### src/rtl/prco_decoder_pipe.sv
// -----------------------------------------------------------------------------
// prco_decoder_pipe
//
// Pipelined PRCO instruction decoder between fetch and the execute stages.
// An instruction taken from fetch is decoded combinationally and registered
// together with its decoded bundle in one output register. A one-entry skid
// buffer absorbs the instruction that arrives while execute is stalling, so
// q_ready can be a plain register output. An illegal opcode raises a sticky
// halt that stops further intake until reset.
//
// Ports
//   i_clk              clock
//   i_reset            synchronous, active-low reset
//   i_valid / q_ready  fetch-side handshake; q_ready is registered
//   i_instr            instruction from fetch
//   i_flush            drop the held bundle, the skid entry and this cycle's input
//   q_valid / i_ready  execute-side handshake
//   q_op, q_seld, q_sela, q_selb, q_third_sel, q_imm8, q_simm5
//                      decoded fields of the presented instruction
//   q_reg_we, q_req_alu, q_req_ram, q_req_ram_we, q_new_uart1_data
//                      execute requests for the presented instruction
//   q_illegal          presented opcode is not part of the ISA
//   q_halt             sticky halt, set when an illegal opcode is presented
//   q_count            completed execute-side handshakes, wraps
// -----------------------------------------------------------------------------
module prco_decoder_pipe #(
  parameter int INSTR_W = 16,
  parameter int OP_W    = 5,
  parameter int SEL_W   = 3,
  parameter int IMM_W   = 8,
  parameter int SIMM_W  = 5,
  parameter int COUNT_W = 16
) (
  input  logic               i_clk,
  input  logic               i_reset,
  input  logic               i_valid,
  output logic               q_ready,
  input  logic [INSTR_W-1:0] i_instr,
  input  logic               i_flush,
  output logic               q_valid,
  input  logic               i_ready,
  output logic [OP_W-1:0]    q_op,
  output logic [SEL_W-1:0]   q_seld,
  output logic [SEL_W-1:0]   q_sela,
  output logic [SEL_W-1:0]   q_selb,
  output logic               q_third_sel,
  output logic [IMM_W-1:0]   q_imm8,
  output logic [SIMM_W-1:0]  q_simm5,
  output logic               q_reg_we,
  output logic               q_req_alu,
  output logic               q_req_ram,
  output logic               q_req_ram_we,
  output logic               q_new_uart1_data,
  output logic               q_illegal,
  output logic               q_halt,
  output logic [COUNT_W-1:0] q_count
);

  // Register-select field positions: Rd directly below the opcode, then Ra,
  // then Rb (default layout: Rd [10:8], Ra [7:5], Rb [4:2]).
  localparam int RD_MSB = INSTR_W - OP_W - 1;
  localparam int RA_MSB = RD_MSB - SEL_W;
  localparam int RB_MSB = RA_MSB - SEL_W;

  // Opcode map
  localparam logic [OP_W-1:0] PRCO_OP_NOP   = OP_W'(5'h00);
  localparam logic [OP_W-1:0] PRCO_OP_MOVI  = OP_W'(5'h01);
  localparam logic [OP_W-1:0] PRCO_OP_MOV   = OP_W'(5'h02);
  localparam logic [OP_W-1:0] PRCO_OP_ADD   = OP_W'(5'h03);
  localparam logic [OP_W-1:0] PRCO_OP_ADDI  = OP_W'(5'h04);
  localparam logic [OP_W-1:0] PRCO_OP_SUBI  = OP_W'(5'h05);
  localparam logic [OP_W-1:0] PRCO_OP_LW    = OP_W'(5'h06);
  localparam logic [OP_W-1:0] PRCO_OP_SW    = OP_W'(5'h07);
  localparam logic [OP_W-1:0] PRCO_OP_CMP   = OP_W'(5'h08);
  localparam logic [OP_W-1:0] PRCO_OP_JMP   = OP_W'(5'h09);
  localparam logic [OP_W-1:0] PRCO_OP_SET   = OP_W'(5'h0A);
  localparam logic [OP_W-1:0] PRCO_OP_WRITE = OP_W'(5'h0B);

  // ---------------------------------------------------------------------------
  // State registers
  // ---------------------------------------------------------------------------
  logic               valid_reg, valid_next;
  logic               ready_reg, ready_next;
  logic               halt_reg, halt_next;
  logic               skid_full_reg, skid_full_next;
  logic [INSTR_W-1:0] skid_instr_reg, skid_instr_next;
  logic [COUNT_W-1:0] count_reg, count_next;

  logic [OP_W-1:0]    op_reg;
  logic [SEL_W-1:0]   seld_reg, sela_reg, selb_reg;
  logic               third_sel_reg;
  logic [IMM_W-1:0]   imm8_reg;
  logic [SIMM_W-1:0]  simm5_reg;
  logic               reg_we_reg, req_alu_reg, req_ram_reg, req_ram_we_reg;
  logic               uart_reg, illegal_reg;

  // ---------------------------------------------------------------------------
  // Handshake and steering
  // ---------------------------------------------------------------------------
  logic handshake;     // execute takes the presented bundle this cycle
  logic accept;        // fetch hands over an instruction this cycle
  logic out_free;      // output register may be overwritten at this edge
  logic load_skid;     // skid entry moves into the output register
  logic load_in;       // incoming instruction goes straight to the output
  logic load_out;      // output register loads a new bundle
  logic skid_capture;  // incoming instruction parks in the skid buffer

  assign handshake    = valid_reg & i_ready;
  assign accept       = i_valid & ready_reg & ~i_flush & ~halt_reg;
  assign out_free     = ~valid_reg | handshake;
  // A halted decoder keeps its skid entry frozen, so it never drains it.
  assign load_skid    = handshake & skid_full_reg & ~halt_reg & ~i_flush;
  assign load_in      = accept & out_free & ~skid_full_reg;
  assign load_out     = load_skid | load_in;
  assign skid_capture = accept & ~out_free;

  // ---------------------------------------------------------------------------
  // Combinational decode of the instruction being loaded
  // ---------------------------------------------------------------------------
  logic [INSTR_W-1:0] src_instr;
  logic [OP_W-1:0]    dec_op;
  logic [SEL_W-1:0]   dec_seld, dec_sela, dec_selb;
  logic [IMM_W-1:0]   dec_imm8;
  logic [SIMM_W-1:0]  dec_simm5;
  logic               dec_reg_we, dec_req_alu, dec_req_ram, dec_req_ram_we;
  logic               dec_uart, dec_illegal;

  always_comb begin
    src_instr      = load_skid ? skid_instr_reg : i_instr;
    dec_op         = src_instr[INSTR_W-1 -: OP_W];
    dec_seld       = src_instr[RD_MSB -: SEL_W];
    dec_selb       = src_instr[RB_MSB -: SEL_W];
    dec_imm8       = src_instr[IMM_W-1:0];
    dec_simm5      = src_instr[SIMM_W-1:0];
    dec_sela       = src_instr[RA_MSB -: SEL_W];
    dec_reg_we     = 1'b0;
    dec_req_alu    = 1'b0;
    dec_req_ram    = 1'b0;
    dec_req_ram_we = 1'b0;
    dec_uart       = 1'b0;
    dec_illegal    = 1'b0;

    case (dec_op)
      PRCO_OP_NOP: ;
      PRCO_OP_MOVI, PRCO_OP_MOV, PRCO_OP_ADD, PRCO_OP_ADDI, PRCO_OP_SUBI,
      PRCO_OP_JMP: begin
        dec_reg_we  = 1'b1;
        dec_req_alu = 1'b1;
      end
      PRCO_OP_SET: begin
        // SET reads its source from the Rd field position
        dec_sela    = src_instr[RD_MSB -: SEL_W];
        dec_reg_we  = 1'b1;
        dec_req_alu = 1'b1;
      end
      PRCO_OP_LW: begin
        dec_reg_we  = 1'b1;
        dec_req_ram = 1'b1;
      end
      PRCO_OP_SW: begin
        dec_req_ram    = 1'b1;
        dec_req_ram_we = 1'b1;
      end
      PRCO_OP_CMP:   dec_req_alu = 1'b1;
      PRCO_OP_WRITE: dec_uart    = 1'b1;
      default:       dec_illegal = 1'b1;
    endcase
  end

  // ---------------------------------------------------------------------------
  // Next-state logic
  // ---------------------------------------------------------------------------
  always_comb begin
    valid_next      = valid_reg;
    halt_next       = halt_reg;
    skid_full_next  = skid_full_reg;
    skid_instr_next = skid_instr_reg;
    count_next      = count_reg;
    ready_next      = ready_reg;

    // A handshake in a flush cycle still counts as delivered.
    if (handshake) begin
      count_next = count_reg + COUNT_W'(1);
    end

    if (i_flush) begin
      valid_next     = 1'b0;
      skid_full_next = 1'b0;
      // Intake reopens unless a halt is pending; flush never clears the halt.
      ready_next     = ~halt_reg;
    end else begin
      if (load_out) begin
        valid_next = 1'b1;
        if (dec_illegal) begin
          halt_next = 1'b1;
        end
      end else if (handshake) begin
        valid_next = 1'b0;
      end

      if (load_skid) begin
        skid_full_next = 1'b0;
      end else if (skid_capture) begin
        skid_full_next  = 1'b1;
        skid_instr_next = i_instr;
      end

      ready_next = ~skid_full_next & ~halt_next;
    end
  end

  // ---------------------------------------------------------------------------
  // Registers
  // ---------------------------------------------------------------------------
  always_ff @(posedge i_clk) begin
    if (!i_reset) begin
      valid_reg      <= 1'b0;
      ready_reg      <= 1'b0;
      halt_reg       <= 1'b0;
      skid_full_reg  <= 1'b0;
      skid_instr_reg <= '0;
      count_reg      <= '0;
      op_reg         <= '0;
      seld_reg       <= '0;
      sela_reg       <= '0;
      selb_reg       <= '0;
      third_sel_reg  <= 1'b0;
      imm8_reg       <= '0;
      simm5_reg      <= '0;
      reg_we_reg     <= 1'b0;
      req_alu_reg    <= 1'b0;
      req_ram_reg    <= 1'b0;
      req_ram_we_reg <= 1'b0;
      uart_reg       <= 1'b0;
      illegal_reg    <= 1'b0;
    end else begin
      valid_reg      <= valid_next;
      ready_reg      <= ready_next;
      halt_reg       <= halt_next;
      skid_full_reg  <= skid_full_next;
      skid_instr_reg <= skid_instr_next;
      count_reg      <= count_next;
      if (load_out && !i_flush) begin
        op_reg         <= dec_op;
        seld_reg       <= dec_seld;
        sela_reg       <= dec_sela;
        selb_reg       <= dec_selb;
        third_sel_reg  <= 1'b0;  // no current opcode uses three selects
        imm8_reg       <= dec_imm8;
        simm5_reg      <= dec_simm5;
        reg_we_reg     <= dec_reg_we;
        req_alu_reg    <= dec_req_alu;
        req_ram_reg    <= dec_req_ram;
        req_ram_we_reg <= dec_req_ram_we;
        uart_reg       <= dec_uart;
        illegal_reg    <= dec_illegal;
      end
    end
  end

  // ---------------------------------------------------------------------------
  // Outputs
  // ---------------------------------------------------------------------------
  assign q_ready          = ready_reg;
  assign q_valid          = valid_reg;
  assign q_op             = op_reg;
  assign q_seld           = seld_reg;
  assign q_sela           = sela_reg;
  assign q_selb           = selb_reg;
  assign q_third_sel      = third_sel_reg;
  assign q_imm8           = imm8_reg;
  assign q_simm5          = simm5_reg;
  assign q_reg_we         = reg_we_reg;
  assign q_req_alu        = req_alu_reg;
  assign q_req_ram        = req_ram_reg;
  assign q_req_ram_we     = req_ram_we_reg;
  assign q_new_uart1_data = uart_reg;
  assign q_illegal        = illegal_reg;
  assign q_halt           = halt_reg;
  assign q_count          = count_reg;

endmodule

### config.mk
export PLATFORM = sky130hd
export DESIGN_NAME = prco_decoder_pipe
export DESIGN_NICKNAME = d
export VERILOG_FILES = /design/src/rtl/prco_decoder_pipe.sv
export SDC_FILE = /design/constraint.sdc
export NUM_CORES = 1
export LEC_CHECK = 0
export CAP_MARGIN = 25
export CORE_MARGIN = 5
export CORE_UTILIZATION = 49
export CTS_CLUSTER_DIAMETER = 50
export CTS_CLUSTER_SIZE = 40
export DETAILED_ROUTE_END_ITERATION = 8
export PLACE_DENSITY_LB_ADDON = 0.05
export SYNTH_ARGS = -nofsm -noshare
export SYNTH_HDL_FRONTEND = slang
export SYNTH_SLANG_ARGS = --single-unit
export TNS_END_PERCENT = 100
### constraint.sdc
create_clock -name i_clk -period 2.09 [get_ports i_clk]
set_clock_uncertainty 0.2 [all_clocks]
set_input_delay 0.5225 -clock i_clk [delete_from_list [all_inputs] [get_ports i_clk]]
set_output_delay 0.5225 -clock i_clk [all_outputs]
set_load 0.01 [all_outputs]
# == Word-level counts from Yosys, hierarchy flattened ==
# Cells that the tools add are included.
# word_totals
inputBits,21
ff_bits,69
# op_classes
n_reduce_logical,10
muxes,17
n_eq_ne,11
add_sub_neg,1
n_bitwise,22
# ops
operator,n
$eq A5 B3 Y1 const B,4
$eq A5 B4 Y1 const B,4
$add A16 B1 Y16 const B,1
$mux W16,1
$reduce_or A8 Y1,2
$mux W1,15
$reduce_or A12 Y1,1
$and A1 B1 Y1,11
$eq A5 B2 Y1 const B,2
$not A1 Y1,9
$eq A5 B1 Y1 const B,1
$logic_not A5 Y1,1
$reduce_or A2 Y1,2
$mux W3,1
$reduce_and A3 Y1,1
$or A1 B1 Y1,2
$reduce_bool A2 Y1,1
$logic_and A1 B1 Y1,1
$logic_not A1 Y1,1

# == Depth between registers and ports, before layout ==
# Gate-level depths: netlist of the first run.
# logic_depth
depth_word,13
ltp_mapped,6

# == Worst setup path before layout of the first run ==
# No wires, ideal clock.
# synth_path
kind,input-to-reg
start,in i_instr[13]
end,"reg sela_reg[2], in the netlist q_sela[2]"
slack_ns,0.164
n_path_buf,1
t_required_ns,1.789
arrival_ns,1.625
stages,5
cell_sequence,clkbuf_1 nor3b_1 nand3b_1 nor3b_1 o41ai_1
# synth_between
elab_chain_cells,3
# synth_rtl
item,line,text
from (decl),38,"input logic [INSTR_W-1:0] i_instr,"
$mux W16,129,src_instr = load_skid ? skid_instr_reg : i_instr;
$eq A5 B4 Y1,143,case (dec_op)
$mux W3,143,
to (signal assigned),246,sela_reg <= dec_sela;
to (decl),90,"logic [SEL_W-1:0] seld_reg, sela_reg, selb_reg;"
# Every way passes these cells.
# A chain may end at the register's enable or synchronous reset.

# == Worst setup path in the final report of the first run ==
# layout_path
start,"reg valid_reg, in the netlist q_valid"
end,out q_valid
# layout_rtl
item,line,text
from (decl),82,"logic valid_reg, valid_next;"
from (signal assigned),237,valid_reg <= valid_next;
to (decl),40,"output logic q_valid,"
# No word-level cell between the ends.

==> flow_results.xml, run 1 <==
<?xml version="1.0" encoding="UTF-8"?>
<metrics>
  <group name="logic_synthesis">
    <metric name="yosysWarningCount" unit="">0</metric>
    <metric name="synth.top_cell.area_share" unit="%">42.23</metric>
    <metric name="avgSynthCellArea" unit="um2">8.580</metric>
    <metric name="syn-instance-count" unit="">337</metric>
    <metric name="synth.yosys.seq_area_share" unit="%">42.23</metric>
    <metric name="synth_area_leaders" unit="">dfxtp_1, nor2_1, nand2_1</metric>
    <metric name="synth_nets" unit="">359</metric>
    <metric name="synth_seq_cells" unit="">61</metric>
    <metric name="synth_cell_type_count" unit="">44</metric>
    <metric name="synth_top_area_cell" unit="">dfxtp_1</metric>
    <metric name="synthesis.area" unit="um2">2892</metric>
  </group>
  <group name="sta">
    <metric name="fin_crit_sh" unit="%">97.91</metric>
    <metric name="setup_viol" unit="">0</metric>
    <metric name="post-route-min-period" unit="ns">2.046</metric>
    <metric name="slew_violations" unit="">0</metric>
    <metric name="max_freq" unit="MHz">488.7</metric>
    <metric name="rsz0062_at_grt" unit="">false</metric>
    <metric name="finalHoldViolCount" unit="">0</metric>
  </group>
  <group name="place">
    <metric name="numPlacedInstances" unit="">485</metric>
    <metric name="place_hpwl" unit="um">5240</metric>
    <metric name="postPlaceCellArea" unit="um2">3834</metric>
    <metric name="buffer_ports.inserted" unit="">72</metric>
    <metric name="gp_congestion" unit="">0.8042</metric>
  </group>
  <group name="setup_path">
    <metric name="reg2reg_depth" unit="">6</metric>
    <metric name="critical_path_class" unit="">reg2out</metric>
    <metric name="path_buf_inv" unit="">1</metric>
    <metric name="worst_r2r_startpoint" unit="">skid_full_reg</metric>
    <metric name="worstPathRequired" unit="ns">1.37</metric>
    <metric name="maximum_fanout_count_along_the_critical_path" unit="">8</metric>
    <metric name="critical-path-slowest-cell" unit="">clkdlybuf4s50_1</metric>
    <metric name="worst_setup_path_start_kind" unit="">flop</metric>
    <metric name="max_stage_delay" unit="ns">0.57</metric>
    <metric name="type_of_element_capturing_the_critical_path" unit="">output port</metric>
    <metric name="crit_path_cell_trace" unit="">clkdlybuf4s50_1</metric>
    <metric name="r2r_setup_slack" unit="ns">0.14</metric>
    <metric name="r2r-end" unit="">q_sela[1]</metric>
    <metric name="arrival" unit="ns">1.32</metric>
    <metric name="critical_path.top_delay_family" unit="">buffers and inverters</metric>
  </group>
  <group name="clock_tree">
    <metric name="clk-insertion-delay-late" unit="ns">0.35</metric>
    <metric name="cts_tree" unit="">built</metric>
    <metric name="numClockSinks" unit="">61</metric>
    <metric name="cts_made_buffers" unit="">9</metric>
    <metric name="maximum_buffer_depth_of_the_clock_tree" unit="">2</metric>
    <metric name="htree_levels" unit="">3</metric>
    <metric name="path_clk_slew" unit="ns">0.07</metric>
    <metric name="root_buffer" unit="">clkbuf_8</metric>
  </group>
  <group name="die">
    <metric name="floorplan.rows" unit="">28</metric>
    <metric name="placeableCoreArea" unit="um2">5816</metric>
    <metric name="floorplan.die.width" unit="um">86.82</metric>
    <metric name="io_pins" unit="">74</metric>
    <metric name="floorplan.die.height" unit="um">86.82</metric>
    <metric name="dieArea" unit="um2">7538</metric>
    <metric name="initial_core_utilization" unit="%">49.72</metric>
  </group>
  <group name="cells_and_area">
    <metric name="final_layout_size_suffix_gt1_share" unit="%">17.40</metric>
    <metric name="final_design_area_no_fill" unit="um2">4177</metric>
    <metric name="fin_cells" unit="">506</metric>
    <metric name="areaGrowthSynthToFinish" unit="%">44.44</metric>
    <metric name="antenna-diode-count" unit="">0</metric>
    <metric name="num-nets-final" unit="">448</metric>
    <metric name="layout_commonest_cell" unit="">clkdlybuf4s50_1</metric>
    <metric name="layout_common_cells" unit="">clkdlybuf4s50_1, dfxtp_1, nor2_1</metric>
  </group>
  <group name="status">
    <metric name="status" unit="">completed</metric>
  </group>
  <group name="grt">
    <metric name="vias_in_the_first_global_route" unit="">2465</metric>
    <metric name="grt_antenna_before_repair" unit="">0</metric>
    <metric name="first_pass_grt_wire_length" unit="um">11790</metric>
    <metric name="track_usage" unit="%">19.84</metric>
    <metric name="pin_count_of_the_biggest_net_entering_global_routing" unit="">35</metric>
    <metric name="grt_overflow" unit="">0</metric>
  </group>
  <group name="power_and_ir_drop">
    <metric name="peakVddDrop" unit="mV">0.4552</metric>
    <metric name="power.share.sequential" unit="%">46.2</metric>
    <metric name="totalPowerFinal" unit="mW">2.616</metric>
    <metric name="internal_power_summed_over_all_cells" unit="mW">2.001</metric>
    <metric name="clkPwrFrac" unit="%">42.7</metric>
    <metric name="p_sw_share" unit="%">23.51</metric>
    <metric name="pwr_density_cell" unit="nW/um2">626.4</metric>
    <metric name="p_leak" unit="nW">1.601</metric>
    <metric name="power.share.combinational" unit="%">11.1</metric>
    <metric name="power_switching" unit="mW">0.6149</metric>
  </group>
  <group name="drt">
    <metric name="routedWlPerCell" unit="um">14.83</metric>
    <metric name="avg_vias_per_cell" unit="">5.419</metric>
    <metric name="drt-total-wl" unit="um">7505</metric>
    <metric name="drtAntennaViolNets" unit="">0</metric>
    <metric name="drt_pre_antenna_iters" unit="">4</metric>
    <metric name="detailed_route_via_count" unit="">2742</metric>
    <metric name="first_iter_violations" unit="">126</metric>
    <metric name="post-route-drc-count" unit="">0</metric>
  </group>
  <group name="worst_hold_path">
    <metric name="worst_hold_startpoint" unit="">skid_instr_reg[0]</metric>
    <metric name="holdPathEnd" unit="">q_imm8[0]</metric>
    <metric name="hp_class" unit="">reg2reg</metric>
    <metric name="min_path_cells" unit="">2</metric>
  </group>
  <group name="flow_run">
    <metric name="max-cap-violations" unit="">0</metric>
  </group>
</metrics>
cell type report:
cell class | instances | area [um2]
clock inverters | 3 | 42.54
fillers | 467 | 1639
flip-flops and latches | 61 | 1230
well taps | 75 | 93.84
multi-input cells | 238 | 1526
clock buffers | 13 | 168.9
inverters | 5 | 18.77
repair buffers | 111 | 1096
cell usage after synthesis, drive strengths merged:
cell type,number
nand2b,1
conb,1
o211ai,2
a311oi,18
o41ai,1
nand4bb,1
nand3b,4
or3,5
and2,3
nor2,49
or4,1
dfxtp,61
mux2,2
nand4,6
ha,1
o31ai,4
a21oi,11
nand2,46
nor4bb,2
clkbuf,12
o32ai,4
a2111oi,3
and4bb,1
nor2b,1
and4b,4
xor2,2
xnor2,8
mux2i,17
inv,5
o21ai,5
or2,1
and4,1
nand3,10
a21o,2
nor4,4
a211oi,6
nor3b,5
buf,21
nor4b,2
nor3,4
logic make-up (layout without fill, tap and decap cells):
logic type	after synthesis	after routing	share of synthesized area (%)
simple gates	151	151	26.22
xor+xnor	10	10	3.029
compound gates	56	56	14.50
flops	61	61	42.23
other cells	1	1	0.1297
mux	19	19	6.664
buf+inv	38	132	6.794
fa+ha+maj	1	1	0.4326
power by group through the flow:
| stage | clock network (mW) | registers [mW] | logic, mW |
|---|---|---|---|
| 2_1_floorplan | 0 | 1.24 | 0.110 |
| 3_3_place_gp | 0 | 1.23 | 0.269 |
| 3_5_place_dp | 0 | 1.23 | 0.273 |
| 4_1_cts | 1.13 | 1.21 | 0.286 |
| 5_1_grt | 1.20 | 1.21 | 0.312 |
| 6_report | 1.12 | 1.21 | 0.290 |
repair_timing:
action | in CTS | in global routing
buffers inserted | 3 | 1
hold buffers | 0 | 0
pin swaps | 3 | 3
setup endpoints to repair | 28 | 23
gates cloned | 1 | 0
gates resized for setup | 8 | 15
layer usage:
layer	wire [um]	GRT usage, %	part of all wire, %	vias up
li1	-	-	-	1377
met3	347	4.278	4.6	12
met5	0	0	0	-
met2	3491	31.06	47	60
met1	3542	26.34	47	1293
met4	123	8.357	1.6	0
how the worst max path moves through the flow:
stage | startpoint | endpoint | slack (ns) | cells past startpoint
after global routing | q_halt | q_halt | 0.008 | 1
final | q_valid | q_valid | 0.04 | 1
after detailed placement | i_valid | q_sela[1] | -0.46 | 6
after floorplan | i_instr[13] | q_sela[2] | 0.16 | 5
after CTS | i_flush | q_sela[1] | 0.006 | 7
after global placement | i_ready | q_count[15] | -0.39 | 5
stage by stage:
step	setup TNS (ns)	worst slack (ns)	hold WS [ns]	utilization (%)
floorplan	0	0.1637	0.2545	-
CTS	0	0.006027	0.2803	70.70
detailed placement	-18.44	-0.4572	0.2710	65.92
global placement	-15.31	-0.3913	0.2591	65.92
global route	0	0.008126	0.3029	71.82
finish	0	0.04360	0.2777	71.82
Power figures use the tool's default switching activity.
==> inputs of run 2 (changes only) <==
==> constraint.sdc (replaced) <==
create_clock -name i_clk -period 1.99 [get_ports i_clk]
set_clock_uncertainty 0.2 [all_clocks]
set_input_delay 0.4975 -clock i_clk [delete_from_list [all_inputs] [get_ports i_clk]]
set_output_delay 0.4975 -clock i_clk [all_outputs]
set_load 0.01 [all_outputs]
==> flow_results.xml, run 2 (synthesis gave the netlist of run 1 again) <==
<?xml version="1.0" encoding="UTF-8"?>
<metrics>
  <group name="setup_path">
    <metric name="worst_setup_path_start_kind" unit="">flop</metric>
    <metric name="critical_path.top_delay_family" unit="">buffers and inverters</metric>
    <metric name="worst_r2r_startpoint" unit="">skid_full_reg</metric>
    <metric name="reg2reg_depth" unit="">7</metric>
    <metric name="worstPathRequired" unit="ns">1.29</metric>
    <metric name="critical_path_class" unit="">reg2out</metric>
    <metric name="critical-path-slowest-cell" unit="">clkdlybuf4s50_1</metric>
    <metric name="arrival" unit="ns">1.23</metric>
    <metric name="maximum_fanout_count_along_the_critical_path" unit="">2</metric>
    <metric name="r2r-end" unit="">q_sela[0]</metric>
    <metric name="path_depth" unit="">1</metric>
    <metric name="crit_path_cell_trace" unit="">clkdlybuf4s50_1</metric>
    <metric name="r2r_setup_slack" unit="ns">0.09</metric>
    <metric name="path_buf_inv" unit="">1</metric>
    <metric name="type_of_element_capturing_the_critical_path" unit="">output port</metric>
    <metric name="max_stage_delay" unit="ns">0.55</metric>
  </group>
  <group name="power_and_ir_drop">
    <metric name="pwr_density_cell" unit="nW/um2">641.4</metric>
    <metric name="p_leak" unit="nW">2.067</metric>
    <metric name="internal_power_summed_over_all_cells" unit="mW">2.123</metric>
    <metric name="clkPwrFrac" unit="%">42.8</metric>
    <metric name="power_switching" unit="mW">0.6409</metric>
    <metric name="peakVddDrop" unit="mV">0.4186</metric>
    <metric name="p_sw_share" unit="%">23.19</metric>
    <metric name="power.share.sequential" unit="%">45.8</metric>
    <metric name="power.share.combinational" unit="%">11.4</metric>
  </group>
  <group name="die">
    <metric name="floorplan.die.width" unit="um">86.82</metric>
    <metric name="io_pins" unit="">74</metric>
    <metric name="floorplan.die.height" unit="um">86.82</metric>
    <metric name="placeableCoreArea" unit="um2">5816</metric>
    <metric name="initial_core_utilization" unit="%">49.72</metric>
    <metric name="floorplan.rows" unit="">28</metric>
    <metric name="dieArea" unit="um2">7538</metric>
  </group>
  <group name="grt">
    <metric name="grt_overflow" unit="">0</metric>
    <metric name="pin_count_of_the_biggest_net_entering_global_routing" unit="">38</metric>
    <metric name="first_pass_grt_wire_length" unit="um">12680</metric>
    <metric name="vias_in_the_first_global_route" unit="">2754</metric>
    <metric name="track_usage" unit="%">21.31</metric>
    <metric name="grt_antenna_before_repair" unit="">0</metric>
  </group>
  <group name="drt">
    <metric name="routedWlPerCell" unit="um">15.29</metric>
    <metric name="first_iter_violations" unit="">112</metric>
    <metric name="post-route-drc-count" unit="">0</metric>
    <metric name="detailed_route_via_count" unit="">2821</metric>
    <metric name="avg_vias_per_cell" unit="">5.521</metric>
    <metric name="drt-total-wl" unit="um">7812</metric>
    <metric name="drt_pre_antenna_iters" unit="">4</metric>
    <metric name="drtAntennaViolNets" unit="">0</metric>
  </group>
  <group name="clock_tree">
    <metric name="clk-insertion-delay-late" unit="ns">0.34</metric>
    <metric name="maximum_buffer_depth_of_the_clock_tree" unit="">2</metric>
    <metric name="path_clk_slew" unit="ns">0.07</metric>
    <metric name="cts_made_buffers" unit="">9</metric>
    <metric name="numClockSinks" unit="">61</metric>
    <metric name="root_buffer" unit="">clkbuf_8</metric>
    <metric name="htree_levels" unit="">3</metric>
    <metric name="cts-hold-fix-buffers" unit="">0</metric>
    <metric name="cts_tree" unit="">built</metric>
  </group>
  <group name="cells_and_area">
    <metric name="layout_commonest_cell" unit="">dfxtp_1</metric>
    <metric name="antenna-diode-count" unit="">0</metric>
    <metric name="fin_cells" unit="">511</metric>
    <metric name="layout_common_cells" unit="">dfxtp_1, nor2_1, nand2_1</metric>
    <metric name="num-nets-final" unit="">453</metric>
    <metric name="final_layout_size_suffix_gt1_share" unit="%">19.50</metric>
    <metric name="areaGrowthSynthToFinish" unit="%">49.03</metric>
    <metric name="layout.core_utilization" unit="%">74.10</metric>
  </group>
  <group name="sta">
    <metric name="rsz0062_at_grt" unit="">true</metric>
    <metric name="post-route-min-period" unit="ns">1.932</metric>
    <metric name="slew_violations" unit="">0</metric>
    <metric name="final.setup.tns" unit="ns">0</metric>
    <metric name="fin_worst_hold_slack" unit="ns">0.2736</metric>
    <metric name="setup_viol" unit="">0</metric>
    <metric name="final.setup.worst_slack" unit="ns">0.05781</metric>
    <metric name="fin_crit_sh" unit="%">97.10</metric>
    <metric name="finalHoldViolCount" unit="">0</metric>
    <metric name="max_freq" unit="MHz">517.5</metric>
  </group>
  <group name="place">
    <metric name="place_hpwl" unit="um">5269</metric>
    <metric name="numPlacedInstances" unit="">489</metric>
    <metric name="gp_congestion" unit="">0.7755</metric>
    <metric name="buffer_ports.inserted" unit="">72</metric>
    <metric name="place_worst_setup_slack" unit="ns">-0.4999</metric>
  </group>
  <group name="worst_hold_path">
    <metric name="worst_hold_startpoint" unit="">skid_instr_reg[1]</metric>
    <metric name="holdPathEnd" unit="">q_imm8[1]</metric>
    <metric name="hp_class" unit="">reg2reg</metric>
    <metric name="min_path_cells" unit="">2</metric>
  </group>
  <group name="status">
    <metric name="status" unit="">completed</metric>
  </group>
  <group name="flow_run">
    <metric name="max-cap-violations" unit="">0</metric>
  </group>
</metrics>
run 2: changes by cell type in the layout (fill, tap and decap cells not counted), sizes merged:
cell           change
buf                +5
clkdlybuf4s15      -1
clkinv             +2
bufinv             +1
dlygate4sd2        +8
clkdlybuf4s50     -29
clkbuf             -2
dlymetal6s2s      +22
clkinvlp           -1
run 2: power groups by stage:
stage | registers [mW] | clock network, mW | logic (mW)
5_1_grt | 1.27 | 1.27 | 0.340
2_1_floorplan | 1.31 | 0 | 0.115
3_5_place_dp | 1.30 | 0 | 0.292
4_1_cts | 1.27 | 1.19 | 0.307
3_3_place_gp | 1.30 | 0 | 0.288
6_report | 1.27 | 1.18 | 0.314
run 2: worst max path at each step:
stage,from,end,slack [ns]
after CTS,q_count[7],q_count[7],0.002
after global routing,q_selb[1],q_imm8[3],-0.002
after global placement,i_ready,q_count[15],-0.48
after floorplan,i_instr[13],q_sela[2],0.09
after detailed placement,i_valid,q_op[2],-0.50
final,q_sela[0],q_sela[0],0.06
run 2: timing repair:
action | 4_1_cts | 5_1_grt
gates resized for setup | 25 | 38
gates cloned | 1 | 0
pin swaps | 10 | 2
endpoints found under the setup margin | 53 | 62
buffers inserted | 1 | 5
run 2: area by class of cell:
class	instances	area (um2)
sequential	61	1234
clock inverter	5	75.07
tap	75	93.84
timing repair buffer	116	1191
clock buffer	11	131.4
fill	475	1506
multi-input combinational	238	1565
inverter	5	18.77
run 2: metrics by stage:
| stage | total power [mW] | area, um2 |
|---|---|---|
| 5_1_grt | 2.879 | 4309 |
| 2_1_floorplan | 1.423 | 2892 |
| 6_report | 2.764 | 4309 |
| 4_1_cts | 2.770 | 4150 |
| 3_3_place_gp | 1.584 | 3864 |
| 3_5_place_dp | 1.589 | 3864 |
run 2: worst register-to-register path, stage by stage, from the launching register on:
cell,delay (ns)
dfxtp_4,0.36
nand3b_1,0.20
a2111oi_4,0.38
buf_6,0.21
buf_12,0.13
buf_6,0.12
buf_4,0.12
o32ai_2,0.06
run 2: metal layers:
layer  GRT usage, %  part of all wire [%]  vias up
met5              0                     0        -
met4          9.065                   2.3        0
met3          4.848                   5.8       17
met2          35.06                    47       74
met1          26.66                    44     1339
li1               -                     -     1391
